$ cat src/rtl/sound_mix_pkg.sv
// Shared types for the sound mixer: FSM states, per-channel gain record and its reset value.
package sound_mix_pkg;

  typedef enum logic [1:0] {
    ST_IDLE,
    ST_ACC,
    ST_OUT
  } mix_state_t;

  // Gain multiplier field is sized for the widest supported MUL_WIDTH; writes zero-extend.
  localparam int GAIN_MUL_W = 8;

  typedef struct packed {
    logic [GAIN_MUL_W-1:0] mul;
    logic [2:0]            shift;
    logic                  mute;
  } gain_t;

  localparam logic [GAIN_MUL_W-1:0] GAIN_RESET_MUL   = 8'd1;
  localparam logic [2:0]            GAIN_RESET_SHIFT = 3'd0;
  localparam logic                  GAIN_RESET_MUTE  = 1'b0;
  localparam gain_t GAIN_RESET = '{mul: GAIN_RESET_MUL, shift: GAIN_RESET_SHIFT, mute: GAIN_RESET_MUTE};

endpackage

$ cat src/rtl/sound_mix_term.sv
// One gained channel term: (sample * mul) >>> shift, forced to zero when muted.
// Latency: combinational. Backpressure: none.
module sound_mix_term
  import sound_mix_pkg::*;
#(
  parameter int BIT_WIDTH = 10,
  parameter int MUL_WIDTH = 4
) (
  input  logic signed [BIT_WIDTH-1:0]       sample,
  input  logic        [GAIN_MUL_W-1:0]      mul,
  input  logic        [2:0]                 shift,
  input  logic                              mute,
  output logic signed [BIT_WIDTH+MUL_WIDTH:0] term
);

  localparam int PW     = BIT_WIDTH + GAIN_MUL_W + 1;
  localparam int TERM_W = BIT_WIDTH + MUL_WIDTH + 1;

  logic signed [PW-1:0] s_ext;
  logic signed [PW-1:0] m_ext;

  // mul is unsigned, so it is zero-extended before entering the signed product
  always_comb begin
    s_ext = PW'(sample);
    m_ext = $signed(PW'(mul));
    term  = '0;
    if (!mute) begin
      term = TERM_W'((s_ext * m_ext) >>> shift);
    end
  end

endmodule

$ cat src/rtl/sound_mixer_att.sv
// Sequential N-channel mixer with per-channel attenuation; SOUND_MIXER_SAT_EN saturates MIX_OUT.
// Latency: SAMPLE_STB to MIX_VALID is CHANNELS+2 cycles. Backpressure: strobes while BUSY are dropped and flag OVERRUN.
module sound_mixer_att
  import sound_mix_pkg::*;
#(
  parameter int CHANNELS  = 4,
  parameter int BIT_WIDTH = 10,
  parameter int OUT_WIDTH = 16,
  parameter int MUL_WIDTH = 4
) (
  input  logic                            CLK,
  input  logic                            RESET_n,
  input  logic                            SAMPLE_STB,
  input  logic [CHANNELS*BIT_WIDTH-1:0]   SAMPLE_IN,
  input  logic                            CFG_WR,
  input  logic [2:0]                      CFG_CH,
  input  logic [MUL_WIDTH-1:0]            CFG_MUL,
  input  logic [2:0]                      CFG_SHIFT,
  input  logic                            CFG_MUTE,
  output logic signed [OUT_WIDTH-1:0]     MIX_OUT,
  output logic                            MIX_VALID,
  output logic                            BUSY,
  output logic                            OVERRUN
);

  localparam int ACC_W  = BIT_WIDTH + MUL_WIDTH + 4;
  localparam int TERM_W = BIT_WIDTH + MUL_WIDTH + 1;

  mix_state_t                    state;
  logic [2:0]                    ch_idx;
  logic [CHANNELS*BIT_WIDTH-1:0] sample_q;
  gain_t                         gain_q [CHANNELS];
  gain_t                         gain0_q;
  logic signed [ACC_W-1:0]       acc_q;

  logic signed [BIT_WIDTH-1:0]   cur_sample;
  gain_t                         cur_gain;
  logic signed [TERM_W-1:0]      term;
  logic signed [OUT_WIDTH-1:0]   acc_out;

  // Channel 0 uses the gain captured with the strobe, so a same-cycle write to it applies to the next mix.
  always_comb begin
    cur_sample = '0;
    cur_gain   = gain0_q;
    for (int k = 0; k < CHANNELS; k++) begin
      if (ch_idx == 3'(k)) begin
        cur_sample = sample_q[k*BIT_WIDTH +: BIT_WIDTH];
        if (k != 0) begin
          cur_gain = gain_q[k];
        end
      end
    end
  end

  sound_mix_term #(
    .BIT_WIDTH(BIT_WIDTH),
    .MUL_WIDTH(MUL_WIDTH)
  ) u_term (
    .sample(cur_sample),
    .mul   (cur_gain.mul),
    .shift (cur_gain.shift),
    .mute  (cur_gain.mute),
    .term  (term)
  );

  generate
`ifdef SOUND_MIXER_SAT_EN
    if (OUT_WIDTH < ACC_W) begin : g_sat
      localparam logic signed [ACC_W-1:0] MAX_V = {{(ACC_W-OUT_WIDTH+1){1'b0}}, {(OUT_WIDTH-1){1'b1}}};
      localparam logic signed [ACC_W-1:0] MIN_V = {{(ACC_W-OUT_WIDTH+1){1'b1}}, {(OUT_WIDTH-1){1'b0}}};
      always_comb begin
        acc_out = OUT_WIDTH'(acc_q);
        if (acc_q > MAX_V) begin
          acc_out = OUT_WIDTH'(MAX_V);
        end else if (acc_q < MIN_V) begin
          acc_out = OUT_WIDTH'(MIN_V);
        end
      end
    end else begin : g_ext
      assign acc_out = OUT_WIDTH'(acc_q);
    end
`else
    begin : g_wrap
      assign acc_out = OUT_WIDTH'(acc_q);
    end
`endif
  endgenerate

  // Writes to channels outside 0..CHANNELS-1 match no register and are dropped.
  always_ff @(posedge CLK) begin
    if (!RESET_n) begin
      for (int k = 0; k < CHANNELS; k++) begin
        gain_q[k] <= GAIN_RESET;
      end
    end else begin
      for (int k = 0; k < CHANNELS; k++) begin
        if (CFG_WR && CFG_CH == 3'(k)) begin
          gain_q[k] <= '{mul: GAIN_MUL_W'(CFG_MUL), shift: CFG_SHIFT, mute: CFG_MUTE};
        end
      end
    end
  end

  always_ff @(posedge CLK) begin
    if (!RESET_n) begin
      state     <= ST_IDLE;
      ch_idx    <= '0;
      sample_q  <= '0;
      gain0_q   <= GAIN_RESET;
      acc_q     <= '0;
      MIX_OUT   <= '0;
      MIX_VALID <= 1'b0;
      BUSY      <= 1'b0;
      OVERRUN   <= 1'b0;
    end else begin
      MIX_VALID <= 1'b0;
      if (SAMPLE_STB && state != ST_IDLE) begin
        OVERRUN <= 1'b1;
      end
      case (state)
        ST_IDLE: begin
          if (SAMPLE_STB) begin
            sample_q <= SAMPLE_IN;
            gain0_q  <= gain_q[0];
            acc_q    <= '0;
            ch_idx   <= '0;
            BUSY     <= 1'b1;
            state    <= ST_ACC;
          end
        end
        ST_ACC: begin
          acc_q <= acc_q + ACC_W'(term);
          if (ch_idx == 3'(CHANNELS-1)) begin
            state <= ST_OUT;
          end else begin
            ch_idx <= ch_idx + 3'd1;
          end
        end
        ST_OUT: begin
          MIX_OUT   <= acc_out;
          MIX_VALID <= 1'b1;
          BUSY      <= 1'b0;
          state     <= ST_IDLE;
        end
        default: state <= ST_IDLE;
      endcase
    end
  end

endmodule

$ cat config.mk
export PLATFORM = sky130hd
export DESIGN_NAME = sound_mixer_att
export DESIGN_NICKNAME = d
export VERILOG_FILES = /design/src/rtl/sound_mix_pkg.sv /design/src/rtl/sound_mix_term.sv /design/src/rtl/sound_mixer_att.sv
export SDC_FILE = /design/constraint.sdc
export NUM_CORES = 1
export LEC_CHECK = 0
export ABC_CLOCK_PERIOD_IN_PS = 9870
export CAP_MARGIN = 10
export CORE_MARGIN = 2
export CORE_UTILIZATION = 40
export CTS_BUF_LIST = sky130_fd_sc_hd__clkbuf_16
export DETAILED_ROUTE_END_ITERATION = 8
export GPL_TIMING_DRIVEN = 1
export PLACE_DENSITY = 0.67
export SYNTH_ARGS = -nofsm -noshare
export SYNTH_HDL_FRONTEND = slang
export SYNTH_HIERARCHICAL = 1
export SYNTH_SLANG_ARGS = --single-unit
$ cat constraint.sdc
create_clock -name CLK -period 9.87 [get_ports CLK]
set_input_delay 0.987 -clock CLK [delete_from_list [all_inputs] [get_ports CLK]]
set_output_delay 0.987 -clock CLK [all_outputs]
set_load 0.05 [all_outputs]
Word level (Yosys, flattened, before mapping)

Memory sizes are Yosys's and may differ from the RTL's. A register that Yosys moved wholly into a read port is not among the register bits.
Index checks and enable logic that the tools add are counted.

Bits of input ports: 55
Memories kept: 1
Register bits after elaboration: 90
RAM bits: 32

Memories:

| memory | words | bits a word | read ports | clocked after Yosys merged registers in | write ports | RTL line              | text |
|---|---|---|---|---|---|---|---|
| gain_q | 4     | 8           | 4          | 1                                       | 4           | sound_mixer_att.sv:32 | `gain_t gain_q [CHANNELS];` |

Reductions and logical operators: 17
Shift-type cells: 1
Multipliers: 1
Eq/ne operators: 11
Bitwise operators: 4
$add $sub $neg: 2
Mux-type cells: 36

Operator list:

| operator              | number |
|---|---|
| $mux W10              | 4 |
| $mux W12              | 3 |
| $pmux W18 S2          | 1 |
| $mux W8               | 4 |
| $mul A10 B9 Y19       | 1 |
| $sshr A19 B3 Y15      | 1 |
| $add A18 B15 Y18      | 1 |
| $mux W18              | 1 |
| $mux W1               | 15 |
| $mux W15              | 1 |
| $eq A3 B2 Y1 const B  | 4 |
| $reduce_and A2 Y1     | 4 |
| $eq A3 B1 Y1 const B  | 2 |
| $logic_not A3 Y1      | 2 |
| $mux W3               | 2 |
| $ne A2 B2 Y1 const B  | 3 |
| $pmux W3 S2           | 1 |
| $reduce_bool A2 Y1    | 3 |
| $logic_and A1 B1 Y1   | 5 |
| $mux W2               | 2 |
| $or A1 B1 Y1          | 4 |
| $pmux W2 S2           | 1 |
| $add A3 B1 Y3 const B | 1 |
| $reduce_and A3 Y1     | 1 |
| 5 further kinds       | 5 |

Depth between registers and ports, before layout

Word-level depth: 10
Gate-level depth with buffers: 36
Gate-level depth less buffers: 34

Modules after synthesis

Netlist, hierarchy kept.

By module, submodules not included:

| module          | area each (um^2) | seq. area each (um^2) | instances | cells each |
|---|---|---|---|---|
| sound_mixer_att | 5798.1           | 2722.6                | 1         | 678 |
| sound_mix_term  | 3877.5           | 0.0                   | 1         | 481 |

Worst setup path after synthesis

OpenSTA, ideal clock, no wires.

Path type: register to register
From: reg ch_idx[0]
To: reg acc_q[12]
Data arrival time: 7.561 ns
Path slack: 2.192 ns
Clock period less this slack: 7.678 ns
Buffers on the path: 3
Stages on the path, launching flop included: 31
Path through: dfxtp_1 ha_1 ha_1 buf_1 clkbuf_1 o21ai_0 clkbuf_1 and2_1 fa_1 inv_1 fa_1 inv_1 fa_1 inv_1 fa_1 inv_1 ha_1 a211oi_1 nand3_1 a41oi_1 xnor2_1 mux4_2 nand2_1 a21oi_1 ha_1 a21o_1 a21o_1 a21oi_2 nor2_1 or4_1 a32o_1

RTL lines:

| what                   | RTL line               | text |
|---|---|---|
| from (decl)            | sound_mixer_att.sv:30  | `logic [2:0] ch_idx;` |
| from (signal assigned) | sound_mixer_att.sv:136 | `ch_idx <= ch_idx + 3'd1;` |
| to (signal assigned)   | sound_mixer_att.sv:132 | `acc_q <= acc_q + ACC_W'(term);` |
| to (decl)              | sound_mixer_att.sv:34  | `logic signed [ACC_W-1:0] acc_q;` |

==> out/metrics.yaml <==
outcome:
  run_status: "complete, no violations"
floorplan:
  die_x_um: 160
  core-area_um2: 23600
  initial_core_util_pct: 41.0
  die_h_um: 160
  die_area_um2: 25400
  rows: 56
  ioPinCount: 74
synth:
  synth_cell_types: 59
  yosysTopAreaCell: "dfxtp_1"
  synth.avg_cell_area_um2: 8.35
  syn-cell-area_um2: 9680
  async_reset_ff_share_pct: 0
  yosysWarnings: 10
  synth_area_leaders: "dfxtp_1 (18%), fa_1 (14%), edfxtp_1 (9.9%)"
  synth_ff_type: "dfxtp_1"
  postSynthCellCount: 1159
  synth-edff-count: 32
  yosysTopAreaCellShare_pct: 18.2
  ys_seq_area_share_pct: 28.1
  ys_ff_latch: 120
finish:
  layout.nets: 1410
  n_antenna_cell: 0
  utilization_pct: 48.1
  fillers: 2269
  regArea_um2: 2720
  final_cell_mix: "nand2_1 (238), inv_1 (125), dfxtp_1 (88)"
  multi_input_area_um2: 6360
  drive_gt1_share_pct: 4.75
  final_common_cell: "nand2_1"
  area.growth.synth_to_final_pct: 17.3
placement:
  dpl.hpwl_mm: 17.1
  port_buffers: 73
  gp_congestion: 0.836
sta:
  final_max_slew_viol_count: 0
  fin_crit_ns: 9.06
  worst_pin_slew_ns: 1.15
  fmax_mhz: 110
  setup-violations-final: 0
  grt_setup_unrepaired: "no"
  finalSetupTns_ns: 0
  finalClockSkew_ns: 0.0116
  hold_viol: 0
  max_slew_margin_pct: 22.3
  fin_crit_sh_pct: 91.7
routing:
  wirelength_mm: 22.3
  drt-initial-drc-count: 440
  wl_per_cell_um: 14.3
  detail-route-antenna-nets: 0
  drc: 0
  firstDrtPassIters: 5
  viasPerCell: 5.05
  num_vias: 7891
global_route:
  grt_pass1_vias: 7734
  antenna_found_initial: 0
  grtUsageTotal_pct: 18.2
  grt_remaining_overflow: 0
  grt_max_degree: 89
  grt_pass1_wl_mm: 37.8
cts:
  clk_pin_slew_worst_paths_ns: 0.06
  cts_tree: "yes"
  cts_root_buf: "clkbuf_16"
  ctsLongestPathBuffers: 2
  clock_latency_ns: 0.43
  htree_levels: 4
  numClockSinks: 120
  cts_resized: 0
  ctsHoldBuffers: 0
  post_cts_buffers: 0
  cts_made_buffers: 17
setup_path:
  cp-start-kind: "flop"
  end_kind: "flop"
  worstSetupStartpoint: "ch_idx[1]$_SDFFE_PN0P_"
  reg2reg_from: "ch_idx[1]$_SDFFE_PN0P_"
  critPathKind: "reg -> reg"
  worst_ep_required_time_ns: 10.19
  cpPeakStageDelay_ns: 0.91
  crit_fanout: 29
  critical_path.slowest_cell: "o21ai_0"
  worstPathArrival_ns: 9.38
hold_path:
  hp-class: "reg -> reg"
  hp-start: "MIX_OUT[13]$_SDFFE_PN0P_"
power_and_ir_drop:
  powerDensity_nw_per_um2: 157
  leakagePower_nw: 4.82
  peakVddDrop_v: 0.000135
flow_run:
  maxCapViolCount: 0
[cell type report]
| cell class | count | share of cell area [%] |
|---|---|---|
| Sequential cell | 120 | 24.0 |
| Tap cell | 319 | 3.52 |
| Inverter | 124 | 4.10 |
| Clock inverter | 15 | 1.37 |
| Clock buffer | 17 | 3.75 |
| Multi-Input combinational cell | 881 | 56.1 |
| Timing Repair Buffer | 86 | 7.21 |
[where the power goes]
part / leakage [nW] / total (mW) / switching [mW] / internal, mW
Sequential: 1.03 / 0.555 / 0.0195 / 0.535
Combinational: 3.51 / 0.613 / 0.364 / 0.249
Clock: 0.280 / 0.611 / 0.239 / 0.372
Total: 4.82 / 1.78 / 0.623 / 1.16
[metal layers]
metal | global-route usage [%] | up-vias | share of wire, %
met3 | 3.13 | 26 | 3.7
met2 | 29.3 | 167 | 47
met1 | 24.7 | 3734 | 48
met5 | 0 | - | 0
met4 | 6.28 | 0 | 2.0
li1 | - | 3964 | -
[flip-flops by register name (all words and copies together) (netlist names)]
register and flops:
gain0_q 8, acc_q 16, gain_q 32, sample_q 40, MIX_OUT 16, state 2
OVERRUN 1, ch_idx 3, BUSY 1, MIX_VALID 1
[metrics by stage]
| stage | power, mW | setup WS (ns) | cells | cell area [µm²] | hold WS, ns |
|---|---|---|---|---|---|
| 6_report | 1.78 | 0.815 | 1562 | 11300 | 0.462 |
| 5_1_grt | 1.89 | 0.173 | 1562 | 11300 | 0.485 |
| 4_1_cts | 1.79 | 0.799 | 1560 | 11300 | 0.467 |
| 3_5_place_dp | 1.17 | 0.798 | 1528 | 10800 | 0.454 |
| 3_3_place_gp | 1.17 | 1.05 | 1528 | 10800 | 0.440 |
| 2_1_floorplan | 1.02 | 2.19 | 1180 | 9750 | 0.433 |
[synth_stat cells, types with 11 or more instances]
library cell  instances
nand3b_1             12
o21ai_0              38
a21oi_1              53
clkbuf_1             48
nor2_1               46
ha_1                 58
a211oi_1             11
nand2_1             238
and2_1               82
mux2i_1              15
nor2b_1              18
inv_1               123
edfxtp_1             32
fa_1                 67
a21boi_0             64
xnor2_1              17
dfxtp_1              88
a22o_1               12
[worst max-delay path, delay by kind of cell (launching register included)]
kind / cells / cell delay, ns
compound gates: 11 / 3.39
fa+ha+maj: 7 / 3.30
simple gates: 5 / 0.99
mux: 1 / 0.50
flops: 1 / 0.37
buf+inv: 4 / 0.23
xor+xnor: 1 / 0.16
[logic make-up (layout without fill, tap and decap cells)]
family,count (synthesis),after routing,synth area share (%)
buffers and inverters,179,242,7.00
AO/OA/AOI/OAI,248,248,17.6
adder cells (fa/ha/maj),125,125,21.4
flip-flops,120,120,28.1
other,1,22,0.0388
multiplexers,20,20,2.39
XOR/XNOR,23,23,2.08
AND/OR/NAND/NOR,443,443,21.4
[final timing paths]
path	end	slack, ns	depth (start not counted)
setup / recovery	acc_q[12]$_SDFFE_PN0P_	0.81	29
hold / removal	MIX_OUT[13]$_SDFFE_PN0P_	0.46	2
setup reg to reg	acc_q[12]$_SDFFE_PN0P_	0.81	29
hold reg to reg	MIX_OUT[13]$_SDFFE_PN0P_	0.46	2
Note: power is estimated with default switching activity, not from simulation.
